==> src/rtl/alu_pkg.sv <==
// Shared ALU definitions: operand width, result width and the result word type.
package alu_pkg;

    localparam int DATA_WIDTH = 8;
    localparam int OUT_WIDTH  = DATA_WIDTH + 3;

    typedef logic [OUT_WIDTH-1:0] alu_result_t;

endpackage

==> src/rtl/alu_fifo_mem.sv <==
// Register array for the ALU result FIFO: synchronous write, combinational read.
// Contents are not reset; occupancy tracking in the parent decides what is valid.
module alu_fifo_mem #(
    parameter int WIDTH = 11,
    parameter int DEPTH = 4,
    parameter int AW    = $clog2(DEPTH)
) (
    input  logic             clk,
    input  logic             we,
    input  logic [AW-1:0]    waddr,
    input  logic [WIDTH-1:0] wdata,
    input  logic [AW-1:0]    raddr,
    output logic [WIDTH-1:0] rdata
);

    logic [WIDTH-1:0] mem [DEPTH];

    // Write the addressed entry when enabled.
    always_ff @(posedge clk) begin
        if (we) begin
            mem[waddr] <= wdata;
        end
    end

    assign rdata = mem[raddr];

endmodule

==> src/rtl/alu_result_fifo.sv <==
// First-word-fall-through buffer between the ALU result port and its consumer.
// Pointers carry one extra wrap bit so full and empty are told apart.
// Optional macro ALU_RESULT_FIFO_HWM_EN adds the o_HWM high-water-mark port.
module alu_result_fifo
    import alu_pkg::*;
#(
    parameter int WIDTH = OUT_WIDTH,
    parameter int DEPTH = 4
) (
    input  logic                    i_CLK,
    input  logic                    i_RSTn,
    input  logic                    i_VALID,
    output logic                    o_READY,
    input  logic [WIDTH-1:0]        i_DATA,
    output logic                    o_VALID,
    input  logic                    i_READY,
    output logic [WIDTH-1:0]        o_Y,
    output logic [$clog2(DEPTH):0]  o_COUNT
`ifdef ALU_RESULT_FIFO_HWM_EN
    ,
    output logic [$clog2(DEPTH):0]  o_HWM
`endif
);

    localparam int AW = $clog2(DEPTH);
    localparam int PW = AW + 1;
    localparam logic [PW-1:0] DEPTH_C = PW'(DEPTH);

    logic [PW-1:0] wr_ptr;
    logic [PW-1:0] rd_ptr;
    logic [PW-1:0] count;
    logic [PW-1:0] count_next;
    logic          push;
    logic          pop;

    assign count      = wr_ptr - rd_ptr;
    assign o_VALID    = (count != '0);
    assign push       = i_VALID && o_READY;
    assign pop        = o_VALID && i_READY;
    assign count_next = count + PW'(push) - PW'(pop);
    assign o_COUNT    = count;

    alu_fifo_mem #(
        .WIDTH (WIDTH),
        .DEPTH (DEPTH),
        .AW    (AW)
    ) u_mem (
        .clk   (i_CLK),
        .we    (push),
        .waddr (wr_ptr[AW-1:0]),
        .wdata (i_DATA),
        .raddr (rd_ptr[AW-1:0]),
        .rdata (o_Y)
    );

    // Advance pointers on push/pop; o_READY is registered from next occupancy.
    always_ff @(posedge i_CLK or negedge i_RSTn) begin
        if (!i_RSTn) begin
            wr_ptr  <= '0;
            rd_ptr  <= '0;
            o_READY <= 1'b0;
        end else begin
            if (push) begin
                wr_ptr <= wr_ptr + 1'b1;
            end
            if (pop) begin
                rd_ptr <= rd_ptr + 1'b1;
            end
            o_READY <= (count_next < DEPTH_C);
        end
    end

`ifdef ALU_RESULT_FIFO_HWM_EN
    // Track the largest occupancy seen since reset.
    always_ff @(posedge i_CLK or negedge i_RSTn) begin
        if (!i_RSTn) begin
            o_HWM <= '0;
        end else if (count_next > o_HWM) begin
            o_HWM <= count_next;
        end
    end
`else
    // High-water mark not built.
`endif

endmodule

==> config.mk <==
export PLATFORM = sky130hd
export DESIGN_NAME = alu_result_fifo
export DESIGN_NICKNAME = d
export VERILOG_FILES = /design/src/rtl/alu_pkg.sv /design/src/rtl/alu_fifo_mem.sv /design/src/rtl/alu_result_fifo.sv
export SDC_FILE = /design/constraint.sdc
export NUM_CORES = 1
export LEC_CHECK = 0
export CAP_MARGIN = 20
export CORE_ASPECT_RATIO = 1.4
export CORE_MARGIN = 10
export CORE_UTILIZATION = 53
export DETAILED_ROUTE_END_ITERATION = 6
export HOLD_SLACK_MARGIN = 0.1
export PLACE_DENSITY = 0.78
export SYNTH_ARGS = -nofsm -noshare
export SYNTH_HDL_FRONTEND = slang
export SYNTH_SLANG_ARGS = --single-unit
==> constraint.sdc <==
create_clock -name i_CLK -period 2.86 [get_ports i_CLK]
set_clock_uncertainty 0.05 [all_clocks]
set_input_delay 0.429 -clock i_CLK [delete_from_list [all_inputs] [get_ports i_CLK]]
set_output_delay 0.429 -clock i_CLK [all_outputs]
set_load 0.05 [all_outputs]
; Yosys cells after proc, flatten, opt, wreduce, memory -nomap -nowiden
; Memories as Yosys holds them, arrays and structs flattened.
; Index checks and enable logic that the tools add are counted.
[op_classes]
add_sub_neg = 5
magnitude_cmp = 1
n_reduce_logical = 3
muxes = 2
[ops]
columns = cell, count
row1 = $add 3x1->3 const B, 2
row2 = $add 3x1->3, 1
row3 = $lt 3x3->1 const B, 1
row4 = $reduce_bool 3->1, 1
row5 = $sub 3x1->3, 1
row6 = $sub 3x3->3, 1
row7 = $logic_and 1x1->1, 2
row8 = $mux 1, 2
[word_totals]
elab_cells = 15
register_bits = 7
inputBits = 15
mem_bits_rw = 44
mem_count = 1
[mem_list]
columns = name, words, word_bits, read_ports, rd_ports_with_merged_regs, write_ports, line
row1 = u_mem.mem, 4, 11, 1, 0, 1, alu_fifo_mem.sv:16  ; logic [WIDTH-1:0] mem [DEPTH];

; Longest topological paths before layout
; Gate-level depths: netlist of run 1.
[logic_depth]
ltp_word = 5
mapped_depth = 11
ltp_nobuf = 11

; Cells and area by module
; From an unflattened synthesis of run 1, not the netlist that was laid out.
[unflattened]
cells_unflattened = 102
hier_area_um2 = 2074.5
[by_module_without_submodules]
columns = mod, instances, area_each_um2, seq_area_each_um2, cells_per_inst
row1 = alu_fifo_mem, 1, 1620.3, 1321.3, 61
row2 = alu_result_fifo, 1, 454.2, 175.2, 41

; Worst setup path before layout of run 1
; Ideal clock, no wire load.
[synth_timing]
path_type = reg2reg
start = register wr_ptr[0]
end = register o_READY
t_arrival_ns = 2.443
setup_ns = 0.126
path_buffers = 0
setup_slack_ns = 0.241
path_stages_with_launch = 12
path_cell_list = dfrtp_1 inv_1 ha_1 fa_1 xor3_2 o21ai_4 inv_1 ha_1 inv_1 ha_1 a31oi_1 xnor2_1
[synth_between]
elab_chain_len = 5
[synth_lines]
columns = item, line
row1 = "start, declared", alu_result_fifo.sv:29  ; logic [PW-1:0] wr_ptr;
row2 = "start signal, assigned", alu_result_fifo.sv:64  ; wr_ptr <= wr_ptr + 1'b1;
row3 = $sub 3x3->3, alu_result_fifo.sv:36  ; assign count = wr_ptr - rd_ptr;
row4 = via o_COUNT[2], alu_result_fifo.sv:18  ; output logic [$clog2(DEPTH):0] o_COUNT
row5 = $reduce_bool 3->1, alu_result_fifo.sv:37  ; assign o_VALID = (count != '0);
row6 = $logic_and 1x1->1, alu_result_fifo.sv:39  ; assign pop = o_VALID && i_READY;
row7 = via pop, alu_result_fifo.sv:34  ; logic pop;
row8 = $sub 3x1->3, alu_result_fifo.sv:40  ; assign count_next = count + PW'(push) - PW'(pop);
row9 = $lt 3x3->1, alu_result_fifo.sv:69  ; o_READY <= (count_next < DEPTH_C);
row10 = "end signal, assigned", alu_result_fifo.sv:69
row11 = "end, declared", alu_result_fifo.sv:13  ; output logic o_READY,
; The timed path passes the listed nets, and every way through them passes these cells.
; A chain may end at the register's enable or synchronous reset.

; Worst setup path after layout of run 1
[layout_timing]
start = register rd_ptr[0]
end = output port o_Y[0]
[layout_between]
elab_chain_len = 1
[layout_lines]
columns = item, line
row1 = "start, declared", alu_result_fifo.sv:30  ; logic [PW-1:0] rd_ptr;
row2 = "start signal, assigned", alu_result_fifo.sv:67  ; rd_ptr <= rd_ptr + 1'b1;
row3 = $mem_v2 4x11, --
row4 = "end, declared", alu_result_fifo.sv:17  ; output logic [WIDTH-1:0] o_Y,
; No other way between the ends.

==> results of run 1 <==
## worst max-delay path: stages (launching register included)
cell and delay, ps:
dfrtp_1 360, buf_4 280, mux4_2 550, clkdlybuf4s50_1 720
## state kept, by name, indices dropped and copies added, names as in the netlist
signal and cells:
rd_ptr 3, wr_ptr 3, o_READY 1, u_mem.mem 44
## metrics by stage
step	cells	setup slack (ps)	cell area (sq um)	hold WS, ps	util
4_1_cts	184	122	2550	344	0.656
5_1_grt	184	19.6	2560	351	0.658
3_3_place_gp	176	311	2470	466	0.635
3_5_place_dp	176	173	2470	483	0.635
2_1_floorplan	103	241	2100	83.4	-
6_report	184	165	2560	340	0.658
## worst paths after layout
kind                           start         to  slack [ps]  cells after the start
max                        rd_ptr[0]     o_Y[0]         160                      3
min                           i_RSTn  wr_ptr[2]         340                      1
max reg2reg                wr_ptr[0]    o_READY         180                     11
min reg2reg                wr_ptr[0]  wr_ptr[0]         500                      1
max in group asynchronous     i_RSTn  rd_ptr[2]        2160                      1
min in group i_CLK         wr_ptr[0]  wr_ptr[0]         500                      1
## cells by family (layout without fill, tap and decap cells)
| family | count (synthesis) | count (layout) | synth area share |
|---|---|---|---|
| buffers and inverters | 9 | 47 | 0.0179 |
| flip-flops | 51 | 51 | 0.714 |
| adder cells (fa/ha/maj) | 9 | 9 | 0.0573 |
| XOR/XNOR | 7 | 7 | 0.0370 |
| AND/OR/NAND/NOR | 11 | 11 | 0.0281 |
| AO/OA/AOI/OAI | 3 | 3 | 0.0149 |
| multiplexers | 13 | 13 | 0.131 |
## area by class of cell
| type | instances | area (sq um) |
|---|---|---|
| flip-flops and latches | 51 | 1500 |
| multi-input cells | 43 | 568 |
| well taps | 43 | 53.8 |
| inverters | 7 | 26.3 |
| clock inverters | 3 | 15.0 |
| fillers | 262 | 1330 |
| clock buffers | 5 | 68.8 |
| repair buffers | 32 | 328 |
## per-layer routing
layer | up-vias | routed length [um] | global-route usage
met4 | 0 | 42 | 0.0492
met5 | - | 0 | 0
met3 | 6 | 234 | 0.0409
met1 | 510 | 1430 | 0.123
met2 | 30 | 2000 | 0.194
li1 | 476 | - | -
## what timing repair did
action,in CTS,in global routing
gates resized for setup,0,1
hold endpoints to repair,0,0
setup endpoints to repair,0,1
## placed cells by master (no fill, tap or decap)
cell and count:
a31oi_2 1, xnor2_1 5, o311ai_0 1, mux4_2 11, o21ai_4 1, edfxtp_1 44, nand2_1 4, buf_4 9
xor2_1 1, clkbuf_8 5, buf_12 3, xor3_2 1, and3_1 4, or3_1 1, clkinv_1 2, fa_1 1
mux2_2 1, clkdlybuf4s50_1 20, clkinvlp_4 1, inv_1 7, nand2b_1 1, and2_1 1, mux2_4 1, ha_1 8
dfrtp_1 7
==> summary.md, run 1 <==
| Metric | Value |
|---|---|
| Crit Path Max Fanout | 13 |
| Initial core utilization | 0.539 |
| Min Tclk post-route | 2700 ps |
| Setup Crit Path Kind | reg -> out |
| H-tree Lvls | 2 |
| Avg Cell Area, Syn | 20.3 sq um |
| Crit path launch type | flip-flop |
| Synth-to-layout area growth | 22.0% |
| Drt drc | 0 |
| I/O Pins | 31 |
| Top cells by area, synth | edfxtp_1 (63%), mux4_2 (12%), dfrtp_1 (8.4%) |
| WL/cell | 20.2 um |
| Synth warn | 0 |
| Setup tns final | 0 ps |
| Worst skew pair latency | 300 ps |
| Layout cells sized above 1 | 0.241 |
| Synthesized area | 2100 sq um |
| Number of vias per cell | 5.55 |
| Crit end category | output port |
| Top-area cell type share of the netlist area | 0.630 |
| First-pass GRT wire length | 6040 um |
| MaxCap Viol Count | 0 |
| GPL Wtd Cong | 0.818 |
| 1st-pass router iterations | 4 |
| Die ar. | 6910 sq um |
| Most numerous cell in the Yosys netlist | edfxtp_1 |
| 1st-iter DRT viols | 97 |
| Hold Violations, Final | 0 |
| Register area share after synthesis | 0.714 |
| CTS tree | yes |
| Max Root-Sink Buffers | 2 |
| Tot GR Track Use | 0.114 |
| CP required | 2380 ps |
| DIE HEIGHT | 94.4 um |
| Slew headroom | 0.576 |
| Overflow after GRT | 0 |
| CTS Buf Count | 5 |
| Arr. time, crit path | 2220 ps |
| Async SR Flop Fraction | 0.137 |
| Initial antenna violation count | 0 |
| I/O Buffers | 30 |
| Mapped Nets | 127 |
| Row Count | 27 |
| RSZ-0062 raised after global routing | no |
| Final Slew Violations | 0 |
| Hold/Removal Path Class | in -> async |
| Clock transition at path regs | 90 ps |
| Final nets | 164 |
| EDFF count, synth | 44 |
| Sink Count | 51 |
| Top FF cell, synth | edfxtp_1 |
| Setup violators final | 0 |
| Post-synthesis cell type count | 21 |
| Clock Tree Root | clkbuf_8 |
| Hold buffer count at CTS | 0 |
| Largest net degree at the start of global routing | 16 |
| Synth area leader | edfxtp_1 |
| Max Clk Rate | 371 MHz |
| Chip Width | 73.1 um |
| DR vias | 1022 |
| Core ar. | 3880 sq um |
| Least-Margin Pin Slew | 636 ps |
| Post-CTS setup buffer count | 0 |
| # diodes | 0 |
| Most frequent cells after synthesis | edfxtp_1 (44), mux4_2 (11), ha_1 (8), dfrtp_1 (7), inv_1 (7) |
| Drt total wl | 3710 um |
| Period utilisation layout | 0.942 |
| Status | finished, final reports clean |
| Post-detailed-route count of antenna-violating nets | 0 |
| Register bit total from synthesis | 51 |
| Vias in the first global route | 1177 |
| Gate Count Post-Synth | 103 |
Power of run 1 is not shown: default switching activity piles up to over one toggle a cycle in this logic, so the estimate is an artifact.
==> run 2: changes to the inputs <==
- ABC_AREA: not set -> 1
- CORE_ASPECT_RATIO: 1.4 -> not set
==> summary.md, run 2 <==
| Metric | Value |
|---|---|
| Post-DP HPWL | 2860 um |
| Multi-input gate area in the final layout | 563 sq um |
| Filler instances | 285 |
| Top-area cell type share of the netlist area | 0.612 |
| Largest net degree at the start of global routing | 26 |
| Chip Width | 83.8 um |
| Hold/Removal Path Class | in -> async |
| Hold buffer count at CTS | 0 |
| Slew headroom | 0.667 |
| Post-detailed-route count of antenna-violating nets | 0 |
| RSZ-0062 raised after global routing | no |
| Register bit total from synthesis | 51 |
| Crit path largest cell delay | 400 ps |
| Final Non-Filler Cells | 262 |
| Setup violators final | 0 |
| Core Util, Final | 0.660 |
| Hold Violations, Final | 0 |
| Initial antenna violation count | 0 |
| Top cells by area, synth | edfxtp_1 (61%), dfrtp_1 (8.1%), nor2_1 (4.9%) |
| H-tree Lvls | 2 |
| CP most frequent cell | nand2_1 |
| Largest register FFs | 44 |
| Synthesized area | 2160 sq um |
| Overflow after GRT | 0 |
| First-pass GRT wire length | 6790 um |
| Crit end category | flip-flop |
| # diodes | 0 |
| Async SR Flop Fraction | 0.137 |
| Most frequent cells in the layout | edfxtp_1 (44), nor2_1 (28), o21ai_0 (20), inv_1 (17), buf_4 (17) |
| Dpl cells | 254 |
| Largest registers | u_mem.mem x44, rd_ptr x3, wr_ptr x3 |
| Arr. time, crit path | 2770 ps |
| Row Count | 23 |
| WL/cell | 15.8 um |
| Crit path launch type | flip-flop |
| Cells along the critical path | inv_1, ha_1, fa_1, inv_1, nand2_1, nand2_1, nand2_1, nand2_2, nand2_4, nand2_4, inv_1, ha_1, inv_1, ha_1, nand2_1, nand2_1, nand2_1, nand2_1, xnor2_1 |
| Core ar. | 3970 sq um |
| Sink Count | 51 |
| Max Root-Sink Buffers | 2 |
| Sequential standard cell area | 1500 sq um |
| Least-Margin Pin Slew | 497 ps |
| Synth area leader | edfxtp_1 |
| Top reg by flops | u_mem.mem |
| Vias in the first global route | 1460 |
| CTS tree | yes |
| Setup Crit Path Kind | reg -> reg |
| Mapped Nets | 198 |
| CP required | 2990 ps |
| Post-synthesis cell type count | 20 |
| CTS Buf Count | 5 |
| Number of vias per cell | 5.31 |
| Max Clk Rate | 378 MHz |
| Drt total wl | 4130 um |
| Min Tclk post-route | 2640 ps |
| Avg Cell Area, Syn | 12.4 sq um |
| DIE HEIGHT | 83.8 um |
| Most frequent cells after synthesis | edfxtp_1 (44), nor2_1 (28), o21ai_0 (20), inv_1 (17), nand2_1 (14) |
| Gate Count Post-Synth | 174 |
| Most numerous cell in the Yosys netlist | edfxtp_1 |
| Period utilisation layout | 0.924 |
| Clock transition at path regs | 80 ps |
| 1st-pass router iterations | 4 |
| MaxCap Viol Count | 0 |
| Status | finished, final reports clean |
| I/O Pins | 31 |
| CP delay by family, top | adder cells |
| Synth warn | 0 |
| Clock Tree Root | clkbuf_8 |
| Initial core utilization | 0.543 |
| I/O Buffers | 30 |
| Cts repair resizes | 0 |
| EDFF count, synth | 44 |
| Drt drc | 0 |
| Worst skew pair latency | 290 ps |
| Setup tns final | 0 ps |
| Die ar. | 7020 sq um |
| Tot GR Track Use | 0.119 |
| DR vias | 1390 |
| Top FF cell, synth | edfxtp_1 |
| Worst Path Buf+Inv | 4 |
| Commonest non-fill, non-tap cell in the layout | edfxtp_1 |
| Register area share after synthesis | 0.693 |
| Final Slew Violations | 0 |
| Slowest-stage cell, CP | dfrtp_1 |
| GPL Wtd Cong | 0.779 |
| Layout cells sized above 1 | 0.151 |
| Crit Path Max Fanout | 5 |
| 1st-iter DRT viols | 83 |
| Synth-to-layout area growth | 21.4% |
| Final nets | 235 |
| Post-CTS setup buffer count | 0 |
## run 2: cell families (layout without fill, tap and decap cells)
| kind of cell | count (synthesis) | count (layout) | synth area share |
|---|---|---|---|
| compound gates | 34 | 34 | 0.0852 |
| xor+xnor | 4 | 4 | 0.0162 |
| fa+ha+maj | 9 | 9 | 0.0557 |
| buf+inv | 24 | 62 | 0.0458 |
| flops | 51 | 51 | 0.693 |
| simple gates | 52 | 52 | 0.104 |
## run 2: per-layer routing
| metal | vias up | wire length (um) | GRT usage |
|---|---|---|---|
| li1 | 673 | - | - |
| met1 | 678 | 1690 | 0.131 |
| met2 | 37 | 2210 | 0.208 |
| met3 | 2 | 222 | 0.0361 |
| met4 | 0 | 15 | 0.0441 |
| met5 | - | 0 | 0 |
## run 2: final cells by class
cell class              instances  area share
flip-flops and latches         51       0.571
inverters                      18      0.0258
repair buffers                 36       0.133
clock inverters                 1     0.00286
well taps                      50      0.0239
clock buffers                   7      0.0291
multi-input cells              99       0.215
## run 2: metrics by stage
step	hold WS, ps	setup slack, ps	area, sq um
after global placement	440	363	2540
after floorplan	83.4	315	2160
after CTS	367	230	2620
final	356	217	2620
after global routing	373	5.52	2620
after detailed placement	438	248	2540
## run 2: worst register-to-register path, stage by stage (launching register included)
cell	delay, ps
dfrtp_1	400
inv_1	110
ha_1	200
fa_1	400
inv_1	70
nand2_1	60
nand2_1	70
nand2_1	60
nand2_2	110
nand2_4	100
nand2_4	80
inv_1	40
ha_1	170
inv_1	50
ha_1	220
nand2_1	90
nand2_1	50
nand2_1	50
nand2_1	60
xnor2_1	120
## run 2: path summary, 6_finish.rpt
check                      startpoint  slack [ps]        end  cells past startpoint
hold reg to reg             wr_ptr[2]         450  wr_ptr[2]                      1
max in group asynchronous      i_RSTn        2150  rd_ptr[0]                      1
hold / removal                 i_RSTn         360  rd_ptr[2]                      1
min in group i_CLK          wr_ptr[2]         450  wr_ptr[2]                      1
setup / recovery            wr_ptr[0]         220    o_READY                     19
setup reg to reg            wr_ptr[0]         220    o_READY                     19
Power of run 2 is left out for the same reason.
==> run 3: changes to the inputs <==
--- a/config.mk
+++ b/config.mk
@@ -9,3 +9,3 @@
 export CAP_MARGIN = 20
-export CORE_MARGIN = 10
+export CORE_MARGIN = 1
 export CORE_UTILIZATION = 53
@@ -14,2 +14,3 @@
 export PLACE_DENSITY = 0.78
+export REMOVE_ABC_BUFFERS = 1
 export SYNTH_ARGS = -nofsm -noshare
--- a/constraint.sdc
+++ b/constraint.sdc
@@ -4,2 +4,2 @@
 set_output_delay 0.429 -clock i_CLK [all_outputs]
-set_load 0.05 [all_outputs]
+set_load 0.02 [all_outputs]
==> summary.md, run 3 (same netlist as run 2, synthesis figures left out) <==
| Metric | Value |
|---|---|
| Core ar. | 3770 sq um |
| Crit Path Max Fanout | 4 |
| WL/cell | 15.0 um |
| Largest registers | u_mem.mem x44, rd_ptr x3, wr_ptr x3 |
| Crit end category | output port |
| Post-detailed-route count of antenna-violating nets | 0 |
| Initial core utilization | 0.572 |
| Final nets | 237 |
| First-pass GRT wire length | 6530 um |
| Final Non-Filler Cells | 262 |
| Tot GR Track Use | 0.214 |
| I/O Pins | 31 |
| RSZ-0062 raised after global routing | no |
| Max Root-Sink Buffers | 2 |
| MaxCap Viol Count | 0 |
| Number of vias per cell | 5.29 |
| I/O Buffers | 30 |
| Setup tns final | 0 ps |
| Most frequent cells in the layout | edfxtp_1 (44), nor2_1 (28), clkdlybuf4s50_1 (28), o21ai_0 (20), inv_1 (17) |
| # diodes | 0 |
| Die ar. | 4330 sq um |
| Share of power burned in registers | 0.337 |
| Sink Count | 51 |
| CTS tree | yes |
| Hold/Removal Path Class | in -> async |
| Period utilisation layout | 0.953 |
| Clock Tree Root | clkbuf_8 |
| Multi-input gate area in the final layout | 563 sq um |
| Overflow after GRT | 0 |
| Final Slew Violations | 0 |
| Clock share of power | 0.131 |
| H-tree Lvls | 2 |
| Pwr per Cell Area | 1140 nW/um^2 |
| Vias in the first global route | 1459 |
| Top reg by flops | u_mem.mem |
| NetSw | 0.00122 W |
| Setup violators final | 0 |
| GPL Wtd Cong | 0.753 |
| Synth-to-layout area growth | 22.0% |
| 1st-pass router iterations | 4 |
| Hold Violations, Final | 0 |
| Setup slack at placement | 207 ps |
| Max Clk Rate | 367 MHz |
| Min Tclk post-route | 2720 ps |
| Leakage power | 1.03 nW |
| Drt total wl | 3920 um |
| Worst skew pair latency | 300 ps |
| Comb power frac | 0.531 |
| DIE HEIGHT | 65.8 um |
| Filler instances | 262 |
| Final instance area | 2630 sq um |
| Commonest non-fill, non-tap cell in the layout | edfxtp_1 |
| Layout cells sized above 1 | 0.103 |
| Internal Pwr Total | 0.00178 W |
| Status | finished, final reports clean |
| Worst setup margin | 136 ps |
| Largest register FFs | 44 |
| Slew headroom | 0.611 |
| Arr. time, crit path | 2250 ps |
| FF-to-FF Start | wr_ptr[0] |
| Core Util, Final | 0.698 |
| Drt drc | 0 |
| Maximum vdd drop | 1.00 mV |
| Dpl cells | 253 |
| Chip Width | 65.8 um |
| DR vias | 1385 |
| Least-Margin Pin Slew | 581 ps |
| Clock transition at path regs | 90 ps |
| Post-DP HPWL | 2650 um |
| Initial antenna violation count | 0 |
| Setup Crit Path Kind | reg -> out |
| 1st-iter DRT viols | 117 |
| Placed cell areas | 2540 sq um |
| Crit path launch | wr_ptr[0] |
| Row Count | 22 |
| Switching Fraction | 0.407 |
| CTS Buf Count | 5 |
| Crit path launch type | flip-flop |
| CP required | 2380 ps |
| Sequential standard cell area | 1500 sq um |
| Largest net degree at the start of global routing | 26 |
-- run 3: critical path, stage by stage, from the launching register on --
cell             delay (ps)
dfrtp_1                 410
inv_1                   140
ha_1                    190
fa_1                    490
inv_1                   110
clkdlybuf4s50_1         600
-- run 3: per-stage QoR --
stage | hold slack, ps | power (W)
finish | 335 | 0.00301
global route | 344 | 0.00324
CTS | 335 | 0.00303
detailed placement | 451 | 0.00265
global placement | 442 | 0.00259
floorplan | 83.4 | 0.00199
-- run 3: power groups by stage --
| stage | Sequential (W) | Combinational (W) | Clock, W |
|---|---|---|---|
| after CTS | 0.00101 | 0.00160 | 0.000408 |
| after floorplan | 0.00107 | 0.000924 | 0 |
| after global placement | 0.00102 | 0.00156 | 0 |
| after detailed placement | 0.00103 | 0.00162 | 0 |
| final | 0.00101 | 0.00160 | 0.000395 |
| after global routing | 0.00103 | 0.00177 | 0.000441 |
-- run 3: path summary, 6_finish.rpt --
| kind | to | slack (ps) | cells after the start |
|---|---|---|---|
| worst min register to register | wr_ptr[2] | 460 | 1 |
| worst min-delay path | wr_ptr[0] | 330 | 1 |
| max in group asynchronous | rd_ptr[0] | 2180 | 1 |
| min in group i_CLK | wr_ptr[2] | 460 | 1 |
| worst max register to register | o_READY | 200 | 19 |
| worst max-delay path | o_COUNT[1] | 140 | 5 |
-- run 3: what timing repair did --
action / 4_1_cts / 5_1_grt
pin swaps: 0 / 0
endpoints found under the setup margin: 2 / 1
buffers inserted: 0 / 1
resized for setup: 2 / 0
hold endpoints to repair: 0 / 0
hold buffers: 0 / 0
gates cloned: 0 / 0
-- run 3: metal layers --
metal,global-route usage,vias up,wire length (um)
li1,-,679,-
met1,0.241,669,1600
met2,0.374,33,2070
met3,0.0586,4,203
met4,0.101,0,43
met5,0,-,0
-- run 3: final cells by class --
class | count | share of cell area
sequential | 51 | 0.568
multi-input combinational | 99 | 0.214
timing repair buffer | 38 | 0.136
clock buffer | 5 | 0.0261
inverter | 18 | 0.0257
tap | 48 | 0.0228
clock inverter | 3 | 0.00713
Power figures use the tool's default switching activity.
